**src/rtl/multicycle_control_unit.sv**
```systemverilog
// Multicycle controller: FETCH/DECODE/EXEC/MEM/HALT sequencer that produces datapath strobes
// from the state and the instruction captured in DECODE.
module multicycle_control_unit #(
  parameter int unsigned IR_W        = 16,
  parameter int unsigned OP_W        = 5,
  parameter int unsigned REG_SEL_W   = 3,
  parameter int unsigned PC_W        = 9,
  parameter int unsigned FLAGS_W     = 4,
  parameter int unsigned MEM_TIMEOUT = 15,
  parameter int unsigned CNT_W       = 16
) (
  input  logic                 clk,
  input  logic                 rst_n,
  input  logic [IR_W-1:0]      in_ir,
  input  logic [FLAGS_W-1:0]   in_alu_flags,
  input  logic                 in_mem_ready,
  output logic [2:0]           out_alu_op,
  output logic                 out_alu_enable_out,
  output logic                 out_pc_load,
  output logic                 out_pc_inc,
  output logic                 out_pc_enable_out,
  output logic                 out_ir_load,
  output logic                 out_ir_enable_read,
  output logic                 out_mbs_wr_enable,
  output logic                 out_data_memory_read_enable,
  output logic                 out_data_memory_wr_enable,
  output logic                 out_data_memory_addr_wr_enable,
  output logic                 out_reg_write_en,
  output logic                 out_reg_read_en,
  output logic [REG_SEL_W-1:0] out_reg_rx_selector,
  output logic [REG_SEL_W-1:0] out_reg_ry_selector,
  output logic [2:0]           out_state,
  output logic                 out_halted,
  output logic                 out_illegal,
  output logic                 out_mem_timeout,
  output logic [CNT_W-1:0]     out_retired_count
);

  localparam int unsigned CondW = (FLAGS_W > 1) ? $clog2(FLAGS_W) : 1;
  localparam int unsigned TmoW  = $clog2(MEM_TIMEOUT + 1);

  if (!(OP_W >= 4 && OP_W + 2 * REG_SEL_W <= IR_W &&
        OP_W + PC_W + $clog2(FLAGS_W) <= IR_W && MEM_TIMEOUT >= 1)) begin : gen_param_check
    $error("multicycle_control_unit: unsupported parameter combination");
  end

  localparam logic [OP_W-1:0] OpMov    = OP_W'(8);
  localparam logic [OP_W-1:0] OpLoad   = OP_W'(9);
  localparam logic [OP_W-1:0] OpStore  = OP_W'(10);
  localparam logic [OP_W-1:0] OpSetmbs = OP_W'(11);
  localparam logic [OP_W-1:0] OpJmp    = OP_W'(12);
  localparam logic [OP_W-1:0] OpJcond  = OP_W'(13);
  localparam logic [OP_W-1:0] OpNop    = OP_W'(14);
  localparam logic [OP_W-1:0] OpHalt   = OP_W'(15);

  typedef enum logic [2:0] {
    StFetch  = 3'd0,
    StDecode = 3'd1,
    StExec   = 3'd2,
    StMem    = 3'd3,
    StHalt   = 3'd4
  } state_e;

  state_e               state_q, state_d;
  logic [OP_W-1:0]      op_q;
  logic [REG_SEL_W-1:0] rx_q, ry_q;
  logic [CondW-1:0]     cond_q;
  logic [TmoW-1:0]      mem_cnt_q, mem_cnt_d;
  logic                 tmo_q, tmo_d;
  logic [CNT_W-1:0]     cnt_q;
  logic                 retire;
  logic                 is_alu;
  logic [OP_W-1:0]      in_op;

  // Only the decoded fields are kept; the rest of the word belongs to the datapath.
  logic unused_ir;
  assign unused_ir = ^in_ir;

  assign in_op  = in_ir[IR_W-1 -: OP_W];
  assign is_alu = (op_q < OP_W'(8));

  always_comb begin
    state_d                        = state_q;
    mem_cnt_d                      = '0;
    tmo_d                          = 1'b0;
    retire                         = 1'b0;
    out_alu_op                     = '0;
    out_alu_enable_out             = 1'b0;
    out_pc_load                    = 1'b0;
    out_pc_inc                     = 1'b0;
    out_pc_enable_out              = 1'b0;
    out_ir_load                    = 1'b0;
    out_ir_enable_read             = 1'b0;
    out_mbs_wr_enable              = 1'b0;
    out_data_memory_read_enable    = 1'b0;
    out_data_memory_wr_enable      = 1'b0;
    out_data_memory_addr_wr_enable = 1'b0;
    out_reg_write_en               = 1'b0;
    out_reg_read_en                = 1'b0;
    out_reg_rx_selector            = '0;
    out_reg_ry_selector            = '0;
    out_halted                     = 1'b0;
    out_illegal                    = 1'b0;
    // Outputs are forced low while reset is held, even though the state reads FETCH.
    if (rst_n) begin
      unique case (state_q)
        StFetch: begin
          out_pc_enable_out = 1'b1;
          out_ir_load       = 1'b1;
          out_pc_inc        = 1'b1;
          state_d           = StDecode;
        end
        StDecode: begin
          state_d = (in_op == OpHalt) ? StHalt : StExec;
        end
        StExec: begin
          state_d = StFetch;
          retire  = 1'b1;
          case (op_q)
            OpMov: begin
              out_reg_read_en     = 1'b1;
              out_reg_write_en    = 1'b1;
              out_reg_rx_selector = rx_q;
              out_reg_ry_selector = ry_q;
            end
            OpLoad, OpStore: begin
              out_reg_read_en                = 1'b1;
              out_data_memory_addr_wr_enable = 1'b1;
              out_reg_ry_selector            = (op_q == OpLoad) ? ry_q : rx_q;
              state_d                        = StMem;
              retire                         = 1'b0;
            end
            OpSetmbs: begin
              out_reg_read_en     = 1'b1;
              out_mbs_wr_enable   = 1'b1;
              out_reg_ry_selector = ry_q;
            end
            OpJmp: begin
              out_ir_enable_read = 1'b1;
              out_pc_load        = 1'b1;
            end
            OpJcond: begin
              out_ir_enable_read = in_alu_flags[cond_q];
              out_pc_load        = in_alu_flags[cond_q];
            end
            OpNop, OpHalt: ;
            default: begin
              if (is_alu) begin
                out_alu_op          = op_q[2:0];
                out_alu_enable_out  = 1'b1;
                out_reg_write_en    = 1'b1;
                out_reg_rx_selector = rx_q;
                out_reg_ry_selector = ry_q;
              end else begin
                out_illegal = 1'b1;
              end
            end
          endcase
        end
        StMem: begin
          if (op_q == OpLoad) begin
            out_data_memory_read_enable = 1'b1;
            out_reg_write_en            = 1'b1;
            out_reg_rx_selector         = rx_q;
          end else begin
            out_reg_read_en           = 1'b1;
            out_data_memory_wr_enable = 1'b1;
            out_reg_ry_selector       = ry_q;
          end
          if (in_mem_ready) begin
            state_d = StFetch;
            retire  = 1'b1;
          end else if (mem_cnt_q == TmoW'(MEM_TIMEOUT - 1)) begin
            state_d = StFetch;
            tmo_d   = 1'b1;
          end else begin
            mem_cnt_d = mem_cnt_q + 1'b1;
          end
        end
        StHalt: begin
          out_halted = 1'b1;
        end
        default: state_d = StFetch;
      endcase
    end
  end

  always_ff @(posedge clk or negedge rst_n) begin
    if (!rst_n) begin
      state_q   <= StFetch;
      op_q      <= '0;
      rx_q      <= '0;
      ry_q      <= '0;
      cond_q    <= '0;
      mem_cnt_q <= '0;
      tmo_q     <= 1'b0;
      cnt_q     <= '0;
    end else begin
      state_q   <= state_d;
      mem_cnt_q <= mem_cnt_d;
      tmo_q     <= tmo_d;
      if (state_q == StDecode) begin
        op_q   <= in_op;
        rx_q   <= in_ir[IR_W-OP_W-1 -: REG_SEL_W];
        ry_q   <= in_ir[IR_W-OP_W-REG_SEL_W-1 -: REG_SEL_W];
        cond_q <= in_ir[PC_W +: CondW];
      end
      if (retire && (cnt_q != {CNT_W{1'b1}})) begin
        cnt_q <= cnt_q + 1'b1;
      end
    end
  end

  assign out_state         = state_q;
  assign out_mem_timeout   = tmo_q;
  assign out_retired_count = cnt_q;

endmodule

```
**config.mk**
```make
export PLATFORM = sky130hd
export DESIGN_NAME = multicycle_control_unit
export DESIGN_NICKNAME = d
export VERILOG_FILES = /design/src/rtl/multicycle_control_unit.sv
export SDC_FILE = /design/constraint.sdc
export NUM_CORES = 1
export LEC_CHECK = 0
export CAP_MARGIN = 40
export CORE_ASPECT_RATIO = 0.6
export CORE_MARGIN = 1.5
export CORE_UTILIZATION = 28
export CTS_BUF_LIST = sky130_fd_sc_hd__clkbuf_2
export CTS_CLUSTER_DIAMETER = 60
export CTS_CLUSTER_SIZE = 12
export DETAILED_ROUTE_END_ITERATION = 10
export MAX_ROUTING_LAYER = met4
export PLACE_DENSITY = 0.58
export SYNTH_ARGS = -nofsm -noshare
export SYNTH_HDL_FRONTEND = slang
export SYNTH_SLANG_ARGS = --single-unit
export TNS_END_PERCENT = 100
```
**constraint.sdc**
```tcl
create_clock -name clk -period 3.19 [get_ports clk]
set_clock_uncertainty 0.15 [all_clocks]
set_input_delay 0.319 -clock clk [delete_from_list [all_inputs] [get_ports clk]]
set_output_delay 0.319 -clock clk [all_outputs]
set_load 0.05 [all_outputs]
```
==> summary.md, run 1 <==
| Metric | Value |
|---|---|
| Status | `finished, final reports clean` |
| Number of inserted diodes | `0` |
| Share of the synthesized area in the top cell type | `approximately two fifths` |
| Total power | `slightly below 2 mW` |
| Final design instance area without fill | `between 2000 and 3000 sq um` |
| Length of the first detailed-routing pass in iterations | `4` |
| Global-route usage over all layers | `14.1%` |
| Area grow syn2layout | `34.3%` |
| Reported leakage power | `~1.3 nW` |
| Internal power consumption | `1.03 mW` |
| End-of-flow core utilization | `slightly below 40%` |
| Std-Cell Core Area | `7240 sq um` |
| Multi-input combinational cell area | `~1100 sq um` |
| Vias post-DR | `1759` |
| Part of the total power dissipated in sequential elements | `a little under two fifths` |
| Routed Antenna Nets | `0` |
| R2R cell count | `4` |
| FP Rows | `24` |
| Async SR Flop Fraction | `100%` |
| Number of global-route vias before repair | `1601` |
| Total of buffers placed on input and output ports | `60` |
| TritonCTS clock tree | `done` |
| Net switching share of the total power | `between 40% and 50%` |
| Number of design rule violations left after detail routing | `0` |
| Layout cells sized above 1 | `~24%` |
| Sequential Area | `roughly 880 sq um` |
| Sequential fraction of the synthesis area | `about two fifths` |
| Share of the clock period used by the worst path after layout | `roughly nine tenths` |
| Post-layout instance count excluding filler cells | `around 370` |
| Mean instance size in the synthesized netlist | `approximately 11 sq um` |
| Net Count, Synth | `around 230` |
| Routed wirelength normalized by instance count | `between 10 and 15 microns` |
| Y dimension of the die | `70.0 microns` |
| Data arrival time of the critical path | `roughly 2400 ps` |
| CTS Root Buffer Type | `clkbuf_2` |
| Actual transition at the worst max-transition pin | `about 800 ps` |
| Die area | `approximately 8000 sq um` |
| Clock network fraction of design power | `between 10% and 20%` |
| Gate count of the mapped netlist | `between 150 and 200` |
| Wire length of the first global-routing pass | `~8500 microns` |
| P_sw | `between 0.9 and 1 mW` |
| DR vias/cell | `roughly 4.8` |
| FF+latch count, synth | `35` |
| Number of antenna violations at the first check in global routing | `0` |
| Placed wire-length estimate | `3930 microns` |
| Setup crit end kind | `output port` |
| Post-Place Cell Area | `2750 sq um` |
| Maximum fanout along the worst path | `12` |
| Number of warnings reported in the yosys synthesis log | `0` |
| Cell area power density | `approximately 700 nW/um^2` |
| Number of buffers created by CTS | `5` |
| Path type of the worst setup path | `reg -> out` |
| Post-synth EDFFs | `0` |
| I/O Pins | `between 60 and 70` |
| Peak VDD IR | `0.483 mV` |
| Number of endpoints with negative hold slack in the final report | `0` |
| Total instance count after detailed placement | `around 360` |
| Count of unique library cells instantiated by Yosys | `between 40 and 50` |
| Clock insertion delay at the later pin of the skew report | `between 300 and 400 ps` |
| H-tree Lvls | `2` |
| Worst path required time | `about 2700 ps` |
| Class of the most critical hold timing path | `in -> async` |
| Max Transition Viols Final | `0` |
| Fill cell count | `around 740` |
| Combinational Power Share | `51.4%` |
| # Max-Cap Violations | `0` |
| Number of nets in the finished design | `roughly 290` |
| Chip Width | `roughly 110 microns` |
| Final setup fails | `0` |
| Initial DRC Count | `just over 90` |
| Clock Pin Slew Worst Setup and Hold Paths | `190 ps` |
| Pin count of the biggest net entering global routing | `26` |
| Sinks on the clock net | `35` |
| Slew headroom | `a little under half` |
| Worst-case clock buffer depth | `2` |
| DRT Wirelength | `5320 microns` |
| Summed instance area of the synthesized netlist | `between 2000 and 2500 sq um` |
| Most used DFF post-synth | `dfrtp_1` |
| Upper clock frequency limit | `349 MHz` |
| Clock period minus final worst setup slack | `between 2000 and 3000 ps` |
| Effective utilization at floorplan | `between 20% and 30%` |
| Grt total ovfl | `0` |
| RSZ-0062 raised after global routing | `no` |
| Setup tns final | `0 ps` |
| Final weighted congestion of routability-driven global placement | `about 0.8` |
| Cells taking the most area after synthesis | `dfrtp_1 (42%), xor2_1 (6.3%), mux2_2 (5.9%)` |
| Sort of element at the start of the critical path | `flop` |
| Cell accounting for the most synthesized area | `dfrtp_1` |
[cells in the final DEF (no fill, tap or decap), types with 3 or more instances in the layout]
master,netlist,routed
nor3b_1,6,6
clkbuf_2,0,7
xor2_1,15,15
ha_1,3,3
nand4_1,6,6
nor4_2,4,5
and2_1,8,8
nand3_1,9,9
dfrtp_1,35,35
buf_4,4,27
nand2b_1,6,6
o221a_2,3,3
and3_1,4,4
clkdlybuf4s50_1,0,38
nor3_1,11,11
mux2_2,11,11
inv_1,3,3
nand2_1,9,9
o31ai_1,3,3
nor2_1,16,16
mux2i_1,3,3
[layout make-up]
cell class | instances | area share (%)
clock inverters | 1 | 0.178
well taps | 104 | 4.63
clock buffers | 7 | 1.25
multi-input cells | 150 | 40.7
flip-flops and latches | 35 | 31.2
repair buffers | 68 | 21.7
inverters | 3 | 0.401
[stage by stage]
| step | setup slack [ps] | hold WS (ps) |
|---|---|---|
| final | 325 | 295 |
| after detailed placement | 515 | 198 |
| after CTS | 52.7 | 278 |
| after floorplan | 139 | -127 |
| after global routing | 71.3 | 244 |
| after global placement | 537 | 193 |
[state kept, by name, summed over array words and instances, names as in the netlist]
register and count:
rx_q 3, mem_cnt_q 4, out_retired_count 16, op_q 5, out_state 3, ry_q 3
out_mem_timeout 1
[final timing paths]
check,start,endpoint,slack (ps)
max in group asynchronous,rst_n,rx_q[2],2270
setup / recovery,out_state[1],out_data_memory_wr_enable,330
hold reg to reg,mem_cnt_q[0],mem_cnt_q[0],360
min in group clk,mem_cnt_q[0],mem_cnt_q[0],360
setup reg to reg,out_state[0],out_retired_count[1],760
hold / removal,rst_n,out_state[0],290
[power by group through the flow]
stage / Sequential [mW] / Clock, mW / Combinational (mW)
floorplan: 0.806 / 0 / 0.649
global placement: 0.738 / 0 / 0.999
detailed placement: 0.742 / 0 / 1.01
CTS: 0.732 / 0.226 / 1.01
global route: 0.764 / 0.249 / 1.07
finish: 0.739 / 0.214 / 1.01
[what timing repair did]
action | CTS | global route
hold endpoints to repair | 35 | 0
hold buffers | 1 | 0
setup buffers | 0 | 0
resized for setup | 0 | 2
endpoints found under the setup margin | 0 | 2
[kinds of logic after synthesis]
family                   share of synthesized area, %
buffers and inverters                            4.18
adder cells (fa/ha/maj)                          1.79
AND/OR/NAND/NOR                                  27.8
flip-flops                                       41.8
XOR/XNOR                                         7.89
multiplexers                                     9.50
AO/OA/AOI/OAI                                    6.99
[synth_stat cells (2+ instances only)]
master / instances
xor2_1: 15
buf_2: 4
nor4b_1: 2
nor2b_1: 2
buf_6: 2
mux2i_1: 3
nor4_2: 4
nor3_1: 11
inv_1: 3
nand4_1: 6
o21ai_0: 2
nor4_1: 3
ha_1: 3
nor2_1: 16
nand3_1: 9
and3_1: 4
o221a_2: 3
mux2_1: 2
mux2_2: 11
and2_1: 8
a21oi_1: 2
nand2b_1: 6
o31ai_1: 3
buf_4: 4
nor3b_1: 6
xnor2_1: 2
dfrtp_1: 35
nand2_1: 9
or3_1: 2
[per-layer routing]
layer	routed length, microns	global-route usage, %
met2	1980	16.1
met5	0	-
met3	299	3.65
met1	3010	23.1
met4	38	3.33
[critical path: stages, from the launching register on]
cell,delay (ps)
dfrtp_1,590
nor2b_1,270
nand3_1,120
a21oi_1,190
clkdlybuf4s50_1,830
No activity file was read; power rests on OpenSTA's default activity.
==> inputs of run 2 (changes only) <==
Settings changed: GPL_TIMING_DRIVEN set to 0.
==> run 2 against run 1 <==
Net effect: count of clock-buffer cells in the layout stayed put; global-route usage hardly changed; sequential cell count stayed put; maximum frequency is 6.8% lower; sequential power is 2.8% lower; sequential share of layout area is 1.2 points lower; critical endpoint is now out_alu_op[2]; largest power group unchanged.
==> summary.md, run 2 (synthesized netlist as in run 1, its figures left out) <==
| Metric | Value |
|---|---|
| Number of global-route vias before repair | `1651 (+3.1%)` |
| Reported leakage power | `1.36 nW (+7.5%)` |
| Sort of element at the start of the critical path | `flop` |
| Final worst hold slack | `181 ps (-114 ps)` |
| Length of the first detailed-routing pass in iterations | `4 (unchanged)` |
| Final setup fails | `0 (unchanged)` |
| Max FFs per register | `16 (unchanged)` |
| Peak VDD IR | `0.441 mV (-8.7%)` |
| Share of the clock period used by the worst path after layout | `96.3% (+6.5 points)` |
| Number of inserted diodes | `0 (unchanged)` |
| # Max-Cap Violations | `0 (unchanged)` |
| Layout cells sized above 1 | `18.8% (-5.4 points)` |
| Clock insertion delay at the later pin of the skew report | `380 ps (about the same)` |
| Class of the most critical hold timing path | `in -> reg` |
| I/O Pins | `66 (unchanged)` |
| Number of nets in the finished design | `296 (+2.4%)` |
| FP Rows | `24 (unchanged)` |
| Pre-CTS setup slack | `151 ps (-363 ps)` |
| Buffers plus inverters on the worst setup path | `2 (+1)` |
| Number of antenna violations at the first check in global routing | `0 (unchanged)` |
| Post-Place Cell Area | `2850 sq um (+3.4%)` |
| Global-route usage over all layers | `14.1% (about the same)` |
| CTS Root Buffer Type | `clkbuf_2` |
| Pin count of the biggest net entering global routing | `28 (+7.7%)` |
| Slew headroom | `65.4% (+19 points)` |
| H-tree Lvls | `2 (unchanged)` |
| Vias post-DR | `1790 (+1.8%)` |
| Largest delay contributor family on the critical path | `buffers and inverters` |
| Routed Antenna Nets | `0 (unchanged)` |
| Commonest cells after routing, fill and taps aside | `clkdlybuf4s50_1 (48), dfrtp_1 (35), nor2_1 (16)` |
| Max Transition Viols Final | `0 (unchanged)` |
| Worst path required time | `2720 ps (about the same)` |
| Data arrival time of the critical path | `2600 ps (+200 ps)` |
| Chip Width | `115 microns (unchanged)` |
| TritonCTS clock tree | `done` |
| Routed wirelength normalized by instance count | `14.3 microns (-1.4%)` |
| Status | `finished, final reports clean` |
| Cells traversed along the worst timing path | `buf_6 -> nand2b_1 -> nor4_2 -> and2_1 -> clkdlybuf4s50_1` |
| Total of buffers placed on input and output ports | `60 (unchanged)` |
| Effective utilization at floorplan | `28.9% (unchanged)` |
| Sinks on the clock net | `35 (unchanged)` |
| Number of buffers created by CTS | `5 (unchanged)` |
| Setup crit end kind | `output port` |
| Area grow syn2layout | `39.5%` |
| Final design instance area without fill | `2920 sq um (+3.9%)` |
| Std-Cell Core Area | `7240 sq um (unchanged)` |
| Setup tns final | `0 ps (unchanged)` |
| DRT Wirelength | `5350 microns (+0.49%)` |
| Cell area power density | `682 nW/um^2 (-2.3%)` |
| Path type of the worst setup path | `reg -> out` |
| Clock period minus final worst setup slack | `3070 ps (+209 ps)` |
| Number of endpoints with negative hold slack in the final report | `0 (unchanged)` |
| Upper clock frequency limit | `325 MHz (-6.8%)` |
| Clock Pin Slew Worst Setup and Hold Paths | `190 ps (about the same)` |
| Placed wire-length estimate | `4010 microns (+1.9%)` |
| Die area | `8020 sq um (unchanged)` |
| Worst-case clock buffer depth | `2 (unchanged)` |
| RSZ-0062 raised after global routing | `no` |
| Leading cell type in the layout, fill and taps excluded | `clkdlybuf4s50_1` |
| Number of design rule violations left after detail routing | `0 (unchanged)` |
| Y dimension of the die | `70.0 microns (unchanged)` |
| Grt total ovfl | `0 (unchanged)` |
| Crit path setup slack, layout | `116 ps (-209 ps)` |
| Worst stage delay on the critical path | `790 ps (-40 ps)` |
| Initial DRC Count | `87 (-6.5%)` |
| Actual transition at the worst max-transition pin | `518 ps (-281 ps)` |
| Slowest-stage cell, CP | `clkdlybuf4s50_1` |
| Maximum fanout along the worst path | `9 (-3)` |
| DR vias/cell | `4.77 (-0.14%)` |
| Wire length of the first global-routing pass | `8480 microns (+0.33%)` |
| Final weighted congestion of routability-driven global placement | `0.758 (-5.6%)` |
run 2: where the power goes:
part           switching (mW)  leakage [nW]  internal, mW
Sequential              0.162         0.455         0.556
Combinational           0.624         0.873         0.436
Clock                   0.153        0.0330        0.0600
run 2: stage by stage:
step / power (mW) / instances / util (%)
finish: 1.99 / 375 / 40.3
global route: 2.11 / 375 / 40.3
CTS: 2.00 / 375 / 40.4
detailed placement: 1.78 / 364 / 39.3
global placement: 1.77 / 363 / 39.1
floorplan: 1.45 / 199 / -
run 2: layout make-up:
class                      count  area (sq um)
buffer                        11          76.3
clock buffer                   7          35.0
clock inverter                 1          5.00
fill                         729          4320
inverter                       3          11.3
multi-input combinational    150          1140
sequential                    35           876
tap                          104           130
timing repair buffer          64           649
run 2: worst register-to-register path, delay by kind of cell (launching register included):
family | cells | cell delay (ps)
buffers and inverters | 2 | 570
DFF | 1 | 430
muxes | 1 | 370
and+or+nand+nor | 1 | 430
run 2: metal layers:
metal | vias to the layer above | track usage, % | wire length [microns]
met1 | 861 | 22.0 | 2920
met2 | 57 | 17.2 | 2000
met3 | 7 | 4.08 | 386
li1 | 865 | - | -
met5 | - | - | 0
met4 | 0 | 3.06 | 41
run 2: worst paths after layout:
check,cells after the start,slack [ps],from,endpoint
min in group asynchronous,2,270,rst_n,ry_q[1]
max in group asynchronous,4,2250,rst_n,op_q[4]
worst max-delay path,5,120,out_state[2],out_alu_op[2]
worst min register to register,1,360,mem_cnt_q[0],mem_cnt_q[0]
worst max register to register,4,1120,out_state[0],rx_q[2]
worst min-delay path,4,180,rst_n,out_mem_timeout
run 2: what timing repair did:
item                       in CTS  in global routing
hold endpoints to repair       35                  0
setup buffers                   0                  0
hold buffers                    3                  0
resized for setup              11                 11
setup endpoints to repair       6                  8
